==> src/rtl/matmul_pkg.sv <==
// rtl/matmul_pkg.sv - shared sizes and state encoding for the matrix row scheduler
package matmul_pkg;

  localparam int ROWS  = 10;
  localparam int ROW_W = 4;

  localparam logic [2:0] S_IDLE      = 3'd0;
  localparam logic [2:0] S_LAUNCH    = 3'd1;
  localparam logic [2:0] S_WAIT_ACK  = 3'd2;
  localparam logic [2:0] S_WAIT_DONE = 3'd3;
  localparam logic [2:0] S_RELEASE   = 3'd4;
  localparam logic [2:0] S_FINISH    = 3'd5;
  localparam logic [2:0] S_FAULT     = 3'd6;
  localparam logic [2:0] S_DRAIN     = 3'd7;

endpackage

==> src/rtl/matmul_row_scheduler_if.sv <==
// rtl/matmul_row_scheduler_if.sv - host and controller signals of the row scheduler
interface matmul_row_scheduler_if;

  logic                                go;
  logic [matmul_pkg::ROW_W-1:0]        first_row;
  logic [matmul_pkg::ROW_W-1:0]        last_row;
  logic                                abort;
  logic                                ctl_done;
  logic                                ctl_start;
  logic [matmul_pkg::ROW_W-1:0]        ctl_row;
  logic                                busy;
  logic                                finished;
  logic                                error;
  logic                                aborted;
  logic [matmul_pkg::ROW_W:0]          rows_done;

  modport slave (
    input  go, first_row, last_row, abort, ctl_done,
    output ctl_start, ctl_row, busy, finished, error, aborted, rows_done
  );

  modport master (
    output go, first_row, last_row, abort, ctl_done,
    input  ctl_start, ctl_row, busy, finished, error, aborted, rows_done
  );

endinterface

==> src/rtl/matmul_row_scheduler_sched_timer.sv <==
// rtl/matmul_row_scheduler_sched_timer.sv - clearable up-counter with limit compare
module sched_timer #(
  parameter int TO_W = 8
) (
  input  logic            clk,
  input  logic            rst_n,
  input  logic            i_clr,
  input  logic [TO_W-1:0] i_limit,
  output logic            o_hit
);

  logic [TO_W-1:0] r_count;

  always_ff @(posedge clk or negedge rst_n) begin
    if (!rst_n) begin
      r_count <= '0;
    end else if (i_clr) begin
      r_count <= '0;
    end else if (r_count != i_limit) begin
      r_count <= r_count + TO_W'(1);
    end
  end

  assign o_hit = (r_count == i_limit);

endmodule

==> src/rtl/matmul_row_scheduler.sv <==
// rtl/matmul_row_scheduler.sv - steps the matrix controller through a range of result rows
module matmul_row_scheduler
  import matmul_pkg::*;
#(
  parameter int GAP     = 2,
  parameter int TIMEOUT = 255,
  parameter int TO_W    = 8
) (
  input  logic                   clk,
  input  logic                   reset,
  matmul_row_scheduler_if.slave  bus
);

  localparam logic [ROW_W:0]  ROWS_LIM = (ROW_W+1)'(ROWS);
  localparam logic [TO_W-1:0] TO_LIM   = TO_W'(TIMEOUT);
  localparam logic [TO_W-1:0] GAP_LIM  = TO_W'(GAP - 1);

  logic [2:0]       r_state;
  logic [ROW_W-1:0] r_cur;
  logic [ROW_W-1:0] r_last;
  logic             r_ctl_start;
  logic [ROW_W-1:0] r_ctl_row;
  logic             r_busy;
  logic             r_finished;
  logic             r_error;
  logic             r_aborted;
  logic [ROW_W:0]   r_rows_done;

  logic [2:0]       w_next;
  logic             w_bad_range;
  logic             w_active;
  logic             w_abort;
  logic             w_counting;
  logic             w_tmr_clr;
  logic             w_tmr_hit;
  logic [TO_W-1:0]  w_tmr_limit;

  assign w_bad_range = (bus.first_row > bus.last_row) || ({1'b0, bus.last_row} >= ROWS_LIM);
  assign w_active    = (r_state == S_LAUNCH) || (r_state == S_WAIT_ACK) ||
                       (r_state == S_WAIT_DONE) || (r_state == S_RELEASE);
  assign w_abort     = bus.abort && w_active;
  assign w_counting  = (r_state == S_WAIT_ACK) || (r_state == S_WAIT_DONE) ||
                       (r_state == S_RELEASE) || (r_state == S_DRAIN);
  // One counter serves both the per-phase timeout and the inter-row gap.
  assign w_tmr_clr   = !w_counting || (w_next != r_state);
  assign w_tmr_limit = (r_state == S_RELEASE) ? GAP_LIM : TO_LIM;

  sched_timer #(.TO_W(TO_W)) u_timer (
    .clk     (clk),
    .rst_n   (reset),
    .i_clr   (w_tmr_clr),
    .i_limit (w_tmr_limit),
    .o_hit   (w_tmr_hit)
  );

  always_comb begin
    w_next = r_state;
    if (w_abort) begin
      w_next = S_DRAIN;
    end else begin
      case (r_state)
        S_IDLE:      if (bus.go) w_next = w_bad_range ? S_FAULT : S_LAUNCH;
        S_LAUNCH:    w_next = S_WAIT_ACK;
        S_WAIT_ACK:  if (!bus.ctl_done) w_next = S_WAIT_DONE;
                     else if (w_tmr_hit) w_next = S_FAULT;
        S_WAIT_DONE: if (bus.ctl_done) w_next = S_RELEASE;
                     else if (w_tmr_hit) w_next = S_FAULT;
        S_RELEASE:   if (w_tmr_hit) w_next = (r_cur == r_last) ? S_FINISH : S_LAUNCH;
        S_FINISH:    w_next = S_IDLE;
        S_FAULT:     w_next = S_IDLE;
        S_DRAIN:     if (bus.ctl_done) w_next = S_FINISH;
                     else if (w_tmr_hit) w_next = S_FAULT;
        default:     w_next = S_IDLE;
      endcase
    end
  end

  always_ff @(posedge clk or negedge reset) begin
    if (!reset) begin
      r_state     <= S_IDLE;
      r_cur       <= '0;
      r_last      <= '0;
      r_ctl_start <= 1'b0;
      r_ctl_row   <= '0;
      r_busy      <= 1'b0;
      r_finished  <= 1'b0;
      r_error     <= 1'b0;
      r_aborted   <= 1'b0;
      r_rows_done <= '0;
    end else begin
      r_state <= w_next;
      r_busy  <= (w_next != S_IDLE);
      if (w_abort) begin
        r_ctl_start <= 1'b0;
        r_aborted   <= 1'b1;
      end else begin
        case (r_state)
          S_IDLE: begin
            if (bus.go) begin
              r_cur       <= bus.first_row;
              r_last      <= bus.last_row;
              r_finished  <= 1'b0;
              r_error     <= 1'b0;
              r_aborted   <= 1'b0;
              r_rows_done <= '0;
            end
          end
          S_LAUNCH: begin
            r_ctl_row   <= r_cur;
            r_ctl_start <= 1'b1;
          end
          S_WAIT_DONE: begin
            if (bus.ctl_done) begin
              r_ctl_start <= 1'b0;
              r_rows_done <= r_rows_done + (ROW_W+1)'(1);
            end
          end
          S_RELEASE: begin
            if (w_tmr_hit && (r_cur != r_last)) r_cur <= r_cur + ROW_W'(1);
          end
          S_FINISH: r_finished <= 1'b1;
          S_FAULT: begin
            r_ctl_start <= 1'b0;
            r_error     <= 1'b1;
            r_finished  <= 1'b1;
          end
          default: ;
        endcase
      end
    end
  end

  assign bus.ctl_start = r_ctl_start;
  assign bus.ctl_row   = r_ctl_row;
  assign bus.busy      = r_busy;
  assign bus.finished  = r_finished;
  assign bus.error     = r_error;
  assign bus.aborted   = r_aborted;
  assign bus.rows_done = r_rows_done;

endmodule
==> src/flat_wrapper.sv <==
// flat-port wrapper written by rule: the top's interface ports become plain ports
module matmul_row_scheduler_flat import matmul_pkg::*;
#(
  parameter int GAP     = 2,
  parameter int TIMEOUT = 255,
  parameter int TO_W    = 8
)
  (clk, reset, bus_go, bus_first_row, bus_last_row, bus_abort, bus_ctl_done, bus_ctl_start, bus_ctl_row, bus_busy, bus_finished, bus_error, bus_aborted, bus_rows_done);
  matmul_row_scheduler_if bus_i ();
  input  logic clk;
  input  logic reset;
  input wire logic [$bits(bus_i.go)-1:0] bus_go;
  input wire logic [$bits(bus_i.first_row)-1:0] bus_first_row;
  input wire logic [$bits(bus_i.last_row)-1:0] bus_last_row;
  input wire logic [$bits(bus_i.abort)-1:0] bus_abort;
  input wire logic [$bits(bus_i.ctl_done)-1:0] bus_ctl_done;
  output wire logic [$bits(bus_i.ctl_start)-1:0] bus_ctl_start;
  output wire logic [$bits(bus_i.ctl_row)-1:0] bus_ctl_row;
  output wire logic [$bits(bus_i.busy)-1:0] bus_busy;
  output wire logic [$bits(bus_i.finished)-1:0] bus_finished;
  output wire logic [$bits(bus_i.error)-1:0] bus_error;
  output wire logic [$bits(bus_i.aborted)-1:0] bus_aborted;
  output wire logic [$bits(bus_i.rows_done)-1:0] bus_rows_done;
  assign bus_i.go = bus_go;
  assign bus_i.first_row = bus_first_row;
  assign bus_i.last_row = bus_last_row;
  assign bus_i.abort = bus_abort;
  assign bus_i.ctl_done = bus_ctl_done;
  assign bus_ctl_start = bus_i.ctl_start;
  assign bus_ctl_row = bus_i.ctl_row;
  assign bus_busy = bus_i.busy;
  assign bus_finished = bus_i.finished;
  assign bus_error = bus_i.error;
  assign bus_aborted = bus_i.aborted;
  assign bus_rows_done = bus_i.rows_done;
  matmul_row_scheduler #(.GAP(GAP), .TIMEOUT(TIMEOUT), .TO_W(TO_W)) u_core (.clk(clk), .reset(reset), .bus(bus_i));
endmodule
==> config.mk <==
export PLATFORM = sky130hd
export DESIGN_NAME = matmul_row_scheduler_flat
export DESIGN_NICKNAME = d
export VERILOG_FILES = /design/src/rtl/matmul_pkg.sv /design/src/rtl/matmul_row_scheduler_if.sv /design/src/rtl/matmul_row_scheduler_sched_timer.sv /design/src/rtl/matmul_row_scheduler.sv /design/src/flat_wrapper.sv
export SDC_FILE = /design/constraint.sdc
export NUM_CORES = 1
export LEC_CHECK = 0
export BUFFER_PORTS_ARGS = -buffer_cell sky130_fd_sc_hd__buf_2
export CORE_AREA = 10 10 80 109
export CTS_BUF_LIST = sky130_fd_sc_hd__clkbuf_4 sky130_fd_sc_hd__clkbuf_8 sky130_fd_sc_hd__clkbuf_16
export DETAILED_ROUTE_END_ITERATION = 6
export DIE_AREA = 0 0 90 119
export SLEW_MARGIN = 15
export SYNTH_ARGS = -nofsm -noshare
export SYNTH_HDL_FRONTEND = slang
export SYNTH_SLANG_ARGS = --single-unit
==> constraint.sdc <==
create_clock -name clk -period 2.8 [get_ports clk]
set_clock_uncertainty 0.05 [all_clocks]
set_input_delay 0.14 -clock clk [delete_from_list [all_inputs] [get_ports clk]]
set_output_delay 0.14 -clock clk [all_outputs]
set_load 0.05 [all_outputs]
# [Word level (Yosys, flattened, before mapping)]
# Cells that the tools add are included.
[op_classes] add_sub_neg=3 magnitude_cmp=2 n_eq_ne=16 n_mux=27 bitwise_logic=1 n_reduce_logical=30
[ops] operator="two-way mux 3 bit" n=9
[ops] operator="two-way mux 8 bit" n=3
[ops] operator="case mux 3 bit (7 select lines)" n=1
[ops] operator="nonzero test 2 bit" n=7
[ops] operator="== test 3 bit (second input constant)" n=4
[ops] operator="two-way mux 5 bit" n=2
[ops] operator="case mux 5 bit (2 select lines)" n=1
[ops] operator="AND reduction 3 bit" n=3
[ops] operator="adder 8 x 1 -> 8 bit (second input constant)" n=1
[ops] operator="== test 8 bit" n=1
[ops] operator="logical OR 1 bit" n=8
[ops] operator="two-way mux 4 bit" n=2
[ops] operator="!= test 8 bit" n=1
[ops] operator="case mux 4 bit (2 select lines)" n=1
[ops] operator="AND reduction 4 bit" n=2
[ops] operator="== test 3 x 2 -> 1 bit (second input constant)" n=2
[ops] operator="!= test 2 bit (second input constant)" n=3
[ops] operator="AND reduction 2 bit" n=3
[ops] operator="adder 5 x 1 -> 5 bit (second input constant)" n=1
[ops] operator="two-way mux 1 bit" n=5
[ops] operator="adder 4 x 1 -> 4 bit (second input constant)" n=1
[ops] operator="== test 4 bit" n=1
[ops] operator="greater-or-equal comparator 4 bit (second input constant)" n=1
[ops] operator="> comparator 4 bit" n=1
[ops] operator="other kinds (13)" n=15
[totals] register_bits=33 inputBits=13 output_inout_bits=14 wordCells=90

# [Longest topological paths before layout]
# Gate-level depths: netlist of the first run.
[depth] ltp_word=10 mapped_depth=8 depth_no_buf=8

# [Modules after synthesis]
# A second synthesis of the first run with hierarchy kept.
[hier_totals] hier_cells=216 area_unflattened_um2=2050.7
[by_module_without_submodules] module="matmul_row_scheduler" n_inst=1 cells_per_inst=154 area_each_um2=1476.4 seq_area_each_um2=625.6
[by_module_without_submodules] module="sched_timer" n_inst=1 cells_per_inst=62 area_each_um2=574.3 seq_area_each_um2=200.2

# [Worst setup path before layout of the first run]
# Ideal clock, no wire load.
[synth_path] kind="register to register" start="register u_core.r_state[2]" end="register u_core.u_timer.r_count[7]" setup_time_ps=135 arrival_time_ps=1744 required_ps=2615 setup_slack_ps=871 stages_incl_launch_ff=6 path_buffers=0 synth_period_minus_slack_ps=1929 cell_sequence="dfrtp_1 -> nor3b_2 -> or4_4 -> or2_4 -> a41oi_4 -> nor4bb_1"
[synth_between] elab_chain_len=10 elab_cells_between_ends=32 classes_between="eq/ne (10); mux (10); reduce/logical (12)"
[synth_lines] item="start: declaration" line_no="matmul_row_scheduler.sv:18" source="logic [2:0] r_state;"
[synth_lines] item="start signal: assignment" line_no="matmul_row_scheduler.sv:91" source="r_state <= w_next;"
[synth_lines] item="== test 3 bit"
[synth_lines] item="two-way mux 8 bit" line_no="matmul_row_scheduler.sv:46" source="assign w_tmr_limit = (r_state == S_RELEASE) ? GAP_LIM : TO_LIM;"
[synth_lines] item="== test 8 bit" line_no="matmul_row_scheduler_sched_timer.sv:24" source="assign o_hit = (r_count == i_limit);"
[synth_lines] item="two-way mux 3 bit" line_no="matmul_row_scheduler.sv:65, matmul_row_scheduler.sv:67, matmul_row_scheduler.sv:72"
[synth_lines] item="two-way mux 3 bit, on equally long branches" line_no="matmul_row_scheduler.sv:71, matmul_row_scheduler.sv:64, matmul_row_scheduler.sv:66"
[synth_lines] item="case mux 3 bit (7 select lines)" line_no="matmul_row_scheduler.sv:61" source="case (r_state)"
[synth_lines] item="two-way mux 3 bit" line_no="matmul_row_scheduler.sv:58" source="if (w_abort) begin"
[synth_lines] item="!= test 3 bit" line_no="matmul_row_scheduler.sv:45" source="assign w_tmr_clr = !w_counting || (w_next != r_state);"
[synth_lines] item="logical OR 1 bit" line_no="matmul_row_scheduler.sv:45"
[synth_lines] item="two-way mux 8 bit or nonzero test 2 bit (tied branches)"
[synth_lines] item="end signal: assignment" line_no="matmul_row_scheduler_sched_timer.sv:20" source="r_count <= r_count + TO_W'(1);"
[synth_lines] item="end: declaration" line_no="matmul_row_scheduler_sched_timer.sv:12" source="logic [TO_W-1:0] r_count;"
# Several ways; a longest one is shown, not always the timed one.
# A chain may end at the register's enable or synchronous reset.

# [Final worst setup path of the first run]
# Ends and elaborated chain as after synthesis.

==> results.toml, run 1 <==
[timing]
period_needed_ps = 2210
slew-limit-headroom_pct = 49.9
hold_viol = 0
tightestPinTransition_ps = 752
min_period_over_period_pct = 78.9
fin_setup_tns_ps = 0
setup_violations = 0
rsz0062_at_grt = "no"
slew_violations = 0
fin_hold_ws_ps = 56.2
max_freq_mhz = 453

[synth]
syn_nets = 232
synthFlopType = "dfrtp_1"
synth_cells = 212
synth-async-reset-ratio_pct = 100
synth.avg_cell_area_sq_um = 9.50
synth_area_leader_cell = "dfrtp_1"
synth_edf_count = 0
syn-cell-area_sq_um = 2010
synth_top_area_share_pct = 41.0
ys_seq_elements = 33
synth_cell_types = 45
synthTopCellsByArea = "dfrtp_1, mux2_2, ha_1"
yosys_warnings = 0
ys_seq_area_share_pct = 41.0

[routing]
via_per_inst = 4.89
first_pass_iters = 4
drc = 0
num_vias = 1664
postRouteAntennaNets = 0
wirelength_microns = 4830
wl_per_cell_microns = 14.2
first_iter_violations = 93

[die]
die-width_microns = 90
coreArea_sq_um = 6800
dieArea_sq_um = 10700
rows = 36
pin_count = 27
die_y_microns = 119
initial_core_util_pct = 29.6

[worst_setup_path]
crit_type = "reg2reg"
r2r_cells = 5
start_kind = "flip-flop"
critical_path.max_stage_delay_ps = 540
crit_arrival_ps = 2310
critPathRequiredTime_ps = 2900
cp_max_fo = 13
cp-end-kind = "flip-flop"
crit_start = "u_core.r_state[2]$_DFF_PN0_"
ff2ff_setup_slack_ps = 590
regToRegEndpoint = "u_core.u_timer.r_count[7]$_DFFE_PN0P_"
critPathSlowestCell = "or4_4"
path_cells = "nor3b_2 > or4_4 > or2_4 > a41oi_4 > nor4bb_1"
worstReg2RegStart = "u_core.r_state[2]$_DFF_PN0_"

[pwr]
power-per-cell-area_nw_per_um2 = 1030
leakage_nw = 1.02
ir_worst_vdd_uv = 261

[cells_and_area]
num_antenna_cells = 0
multi_input_area_sq_um = 1100
syn_to_final_growth_pct = 17.8
post-route-util_pct = 34.9
design_area_sq_um = 2370
regArea_sq_um = 826
fin_cells = 340
fill_cells = 711
drive_above_1_share_pct = 24.1
fin_nets = 264

[run_status]
outcome = "completed"

[global_routing]
grt_usage_pct = 9.23
grt_pass1_wl_microns = 8310
grt-ovfl-total = 0
grt_max_degree = 34
grt_pass1_vias = 1713
antenna_found_initial = 0

[cts]
cts_root_buffer = "clkbuf_8"
cts_buffer_depth = 2
cts.sinks = 33
cts_tree = "built"
ctsResizeCount = 0
h-tree-depth = 2
cts-buffers-inserted = 5
worst_skew_pair.late_latency_ps = 290
clk_pin_slew_ps = 70

[hold_path]
hold_path_end = "u_core.r_last[3]$_DFFE_PN0P_"
holdCritStartpoint = "bus_last_row[3]"
whs_path_depth = 2
holdCritPathClass = "in2reg"

[place]
numPortBuffers = 26
dpl.hpwl_microns = 3730
place_inst = 331
routabilityCongestion = 0.826
place_area_sq_um = 2280

[run]
drv_cap = 0
[power breakdown]
part | internal, mW | switching (mW)
Combinational | 0.471 | 0.782
Sequential | 0.643 | 0.197
Clock | 0.182 | 0.172
Total | 1.30 | 1.15
[cells by family after synthesis]
group / count (synthesis) / synth area share (%)
and+or+nand+nor: 84 / 24.1
adders and majority gates: 7 / 4.35
AOI/OAI and AO/OA: 43 / 14.7
xor gates and xnor gates: 13 / 5.66
DFF: 33 / 41.0
muxes: 11 / 6.03
buffers and inverters: 21 / 4.16
[cell usage after synthesis, types with 2 or more instances]
master,count
ha_1,7
xnor2_1,9
dfrtp_1,33
buf_2,4
o21ai_0,9
nand3_1,11
nor3_1,5
clkbuf_1,3
nor2b_1,3
o21a_1,2
xor2_1,4
nor3b_1,7
nor4_1,3
a21oi_1,17
inv_1,12
nor2_1,21
buf_1,2
mux2i_1,2
nand2_1,12
nand4_1,10
mux2_2,9
nand2b_1,2
a31oi_1,3
[metal layers]
metal | GRT usage (%) | share of wire [%] | up-vias
met5 | 0 | 0 | -
met4 | 3.59 | 1.7 | 0
met3 | 2.20 | 5.1 | 5
met2 | 16.4 | 52 | 39
met1 | 10.3 | 42 | 788
li1 | - | - | 832
[cell type report]
cell class / count / share of cell area [%]
clock buffers: 6 / 3.22
clock inverters: 2 / 0.422
inverters: 12 / 1.90
multi-input cells: 158 / 46.5
flip-flops and latches: 33 / 34.8
well taps: 95 / 5.01
repair buffers: 34 / 8.12
[metrics by stage]
stage | total power, mW | setup WS [ps]
2_1_floorplan | 1.77 | 871
3_3_place_gp | 2.09 | 644
3_5_place_dp | 2.11 | 596
4_1_cts | 2.47 | 582
5_1_grt | 2.64 | 444
6_report | 2.45 | 591
[sequential cells by signal (all words and copies together) (netlist names)]
| register | cells |
|---|---|
| u_core.bus.aborted | 1 |
| u_core.bus.busy | 1 |
| u_core.bus.ctl_row | 4 |
| u_core.bus.ctl_start | 1 |
| u_core.bus.error | 1 |
| u_core.bus.finished | 1 |
| u_core.bus.rows_done | 5 |
| u_core.r_cur | 4 |
| u_core.r_last | 4 |
| u_core.r_state | 3 |
| u_core.u_timer.r_count | 8 |
[placed cells by master (no fill, tap or decap), types with 5 or more instances in the layout]
cell / instances
dfrtp_1: 33
buf_2: 26
nor2_1: 21
a21oi_1: 17
inv_1: 12
nand2_1: 12
nand3_1: 11
nand4_1: 10
xnor2_1: 9
o21ai_0: 9
mux2_2: 9
nor3b_1: 7
ha_1: 7
buf_4: 7
nor3_1: 5
clkbuf_8: 5
[how the worst max path moves through the flow]
stage                                             to  slack (ps)  depth (start not counted)
2_1_floorplan  u_core.u_timer.r_count[7]$_DFFE_PN0P_         870                          5
3_3_place_gp               u_core.bus.busy$_DFF_PN0_         640                          6
4_1_cts        u_core.u_timer.r_count[7]$_DFFE_PN0P_         580                          5
6_report       u_core.u_timer.r_count[7]$_DFFE_PN0P_         590                          5
5_1_grt                  u_core.r_cur[2]$_DFFE_PN0P_         440                          7
3_5_place_dp   u_core.u_timer.r_count[7]$_DFFE_PN0P_         600                          5
[timing repair]
action / CTS / global route
endpoints found under the hold margin: 33 / 0
setup buffers: 0 / 0
hold buffers: 1 / 0
endpoints found under the setup margin: 0 / 0
[critical path, delay by kind of cell (launching register included)]
family             cells  cell delay [ps]
and+or+nand+nor        4             1150
AOI/OAI and AO/OA      1              350
DFF                    1              520
No activity file was read; power rests on OpenSTA's default activity.
==> run 2, diff against run 1 <==
--- a/config.mk
+++ b/config.mk
@@ -5,11 +5,12 @@
 export SDC_FILE = /design/constraint.sdc
 export NUM_CORES = 1
 export LEC_CHECK = 0
+export ABC_AREA = 1
 export BUFFER_PORTS_ARGS = -buffer_cell sky130_fd_sc_hd__buf_2
-export CORE_AREA = 10 10 80 109
+export CORE_AREA = 10 10 79 108
 export CTS_BUF_LIST = sky130_fd_sc_hd__clkbuf_4 sky130_fd_sc_hd__clkbuf_8 sky130_fd_sc_hd__clkbuf_16
 export DETAILED_ROUTE_END_ITERATION = 6
-export DIE_AREA = 0 0 90 119
+export DIE_AREA = 0 0 89 118
 export SLEW_MARGIN = 15
 export SYNTH_ARGS = -nofsm -noshare
 export SYNTH_HDL_FRONTEND = slang
==> constraint.sdc (replaced) <==
create_clock -name clk -period 2.1 [get_ports clk]
set_clock_uncertainty 0.05 [all_clocks]
set_input_delay 0.105 -clock clk [delete_from_list [all_inputs] [get_ports clk]]
set_output_delay 0.105 -clock clk [all_outputs]
set_load 0.05 [all_outputs]
==> run 2 against run 1 <==
- die area shrank 1.9%
- largest cell class unchanged
- non-clock buffer count stayed put
- critical path depth up 4
- largest power group unchanged
==> results.toml, run 2 <==
[cells_and_area]
regArea_sq_um = 830
largest_register_ffs = 8
syn_to_final_growth_pct = 20.1
largest_register = "u_core.u_timer.r_count"
fill_cells = 676
num_antenna_cells = 0
fin_nets = 308
mostFrequentLayoutCells = "nand2_1, inv_1, dfrtp_1, buf_2, o21ai_0"
drive_above_1_share_pct = 24.9
multi_input_area_sq_um = 988
final_common_cell = "nand2_1"

[routing]
first_pass_iters = 4
num_vias = 1688
wl_per_cell_microns = 12.8
drc = 0
first_iter_violations = 46
via_per_inst = 4.65
wirelength_microns = 4660
postRouteAntennaNets = 0

[timing]
max_freq_mhz = 499
period_needed_ps = 2000
setup_violations = 0
fin_setup_tns_ps = 0
min_period_over_period_pct = 95.4
slew_violations = 0
tightestPinTransition_ps = 759
hold_viol = 0
worst_slack_ps = 97.6
slew-limit-headroom_pct = 49.4

[global_routing]
use_met2_pct = 16.8
gr-usage-met1_pct = 10.2
grt-ovfl-total = 0
grt_pass1_wl_microns = 8050
grt_max_degree = 34
met3_usage_pct = 1.66
grt.busiest_layer = "met2"
antenna_found_initial = 0
grt_usage_pct = 9.50
grt_pass1_vias = 1769

[worst_setup_path]
crit_arrival_ps = 2110
cp-end-kind = "flip-flop"
r2r_cells = 9
critPathRequiredTime_ps = 2200
critical_path.max_stage_delay_ps = 450
crit_family = "simple AND/OR/NAND/NOR gates"
critPathSlowestCell = "dfrtp_2"
crit_cells = 9
cp_max_fo = 5
critPathBufInv = 0
crit_type = "reg2reg"
path_cells = "nor2_4 > nand2_4 > nand3_1 > nand2_2 > nand2_1 > nand2_1 > o21ai_0 > nand3_2 > or3_1"
cpMostUsedCell = "nand2_1"
start_kind = "flip-flop"

[synth]
synth_cell_types = 33
synthTopCellsByArea = "dfrtp_1, nand2_1, inv_1"
ys_seq_area_share_pct = 42.0
synth_top_area_share_pct = 42.0
synth_cells = 249
syn_nets = 269
synthFlopType = "dfrtp_1"
synth.avg_cell_area_sq_um = 7.89
synth_area_leader_cell = "dfrtp_1"
syn-cell-area_sq_um = 1970
post-synth-top-count-cell = "nand2_1"
yosys_warnings = 0
ys_seq_elements = 33
synth-async-reset-ratio_pct = 100
synth_edf_count = 0
synth_commonest_cells = "nand2_1, dfrtp_1, inv_1"

[die]
die_y_microns = 118
pin_count = 27
coreArea_sq_um = 6530
die-width_microns = 89
rows = 35
dieArea_sq_um = 10500
initial_core_util_pct = 30.1

[pwr]
sw_frac_of_total_pct = 50.8
power-per-cell-area_nw_per_um2 = 1480
leakage_nw = 1.19
comb_power_share_pct = 54.1
p_seq_share_pct = 30.7
clkPwrFrac_pct = 15.2
switchingPower_mw = 1.78
ir_worst_vdd_uv = 725
p_int_mw = 1.72

[cts]
worst_skew_pair.late_latency_ps = 290
cts.sinks = 33
cts_buffer_depth = 2
h-tree-depth = 2
cts-buffers-inserted = 5
cts_root_buffer = "clkbuf_8"
clk_pin_slew_ps = 70
cts_tree = "built"

[place]
numPortBuffers = 26
dp_slack_ps = 75.5
routabilityCongestion = 0.851
dpl.hpwl_microns = 3670

[run]
drv_cap = 0

[hold_path]
holdCritPathClass = "in2reg"
whs_path_depth = 3

[run_status]
outcome = "completed"
==> run 2: power by group through the flow <==
stage | clock, mW | combinational [mW] | sequential (mW)
4_1_cts | 0.545 | 1.86 | 1.07
3_3_place_gp | 0 | 1.84 | 1.08
3_5_place_dp | 0 | 1.85 | 1.08
6_report | 0.532 | 1.89 | 1.08
2_1_floorplan | 0 | 1.09 | 1.40
5_1_grt | 0.569 | 2.10 | 1.11
==> run 2: area by class of cell <==
class / count / area share (%)
clock buffer: 7 / 4.08
multi-input combinational: 176 / 41.9
sequential: 33 / 35.2
inverter: 38 / 6.36
tap: 74 / 3.92
clock inverter: 1 / 0.212
timing repair buffer: 34 / 8.38
==> run 2: path summary, 6_finish.rpt <==
path / slack (ps) / startpoint / endpoint
worst max-delay path: 100 / u_core.r_state[1]$_DFF_PN0_ / u_core.bus.busy$_DFF_PN0_
worst min-delay path: 20 / bus_last_row[3] / u_core.r_last[3]$_DFFE_PN0P_
worst max register to register: 100 / u_core.r_state[1]$_DFF_PN0_ / u_core.bus.busy$_DFF_PN0_
worst min register to register: 430 / u_core.bus.ctl_row[3]$_DFFE_PN0P_ / u_core.bus.ctl_row[3]$_DFFE_PN0P_
max in group asynchronous: 1090 / reset / u_core.r_state[0]$_DFF_PN0_
min in group asynchronous: 380 / reset / u_core.r_last[1]$_DFFE_PN0P_
==> run 2: worst reg2reg max path: stages, from the launching register on <==
cell     delay [ps]
dfrtp_2         450
nor2_4          190
nand2_4         110
nand3_1         120
nand2_2          80
nand2_1         130
nand2_1          60
o21ai_0         130
nand3_2         150
or3_1           390
==> run 2: logic make-up after synthesis <==
kind of cell             after synthesis  synth area share, %
buffers and inverters                 40                 8.08
AO/OA/AOI/OAI                         36                 10.2
adder cells (fa/ha/maj)                7                 4.46
AND/OR/NAND/NOR                      125                 31.7
XOR/XNOR                               8                 3.56
flip-flops                            33                 42.0
==> run 2: what timing repair did <==
| item | CTS | global route |
|---|---|---|
| hold endpoints to repair | 35 | 0 |
| gates resized for setup | 0 | 7 |
| hold buffers | 3 | 0 |
| setup endpoints to repair | 0 | 9 |
| setup buffers | 0 | 3 |
==> run 2: through the flow <==
stage / power (mW) / area, sq um / utilization, % / cells / hold slack [ps]
after floorplan: 2.49 / 1970 / - / 249 / -241
after global placement: 2.92 / 2190 / 33.6 / 349 / 167
after detailed placement: 2.93 / 2190 / 33.6 / 349 / 176
after CTS: 3.48 / 2320 / 35.6 / 360 / 13.8
after global routing: 3.78 / 2360 / 36.2 / 363 / 44.3
final: 3.50 / 2360 / 36.2 / 363 / 18.7
==> run 2: metal layers <==
metal  wire, microns  share of wire, %
met4             103               2.2
met3              95               2.0
met5               0                 0
met2            2530                54
met1            1920                41
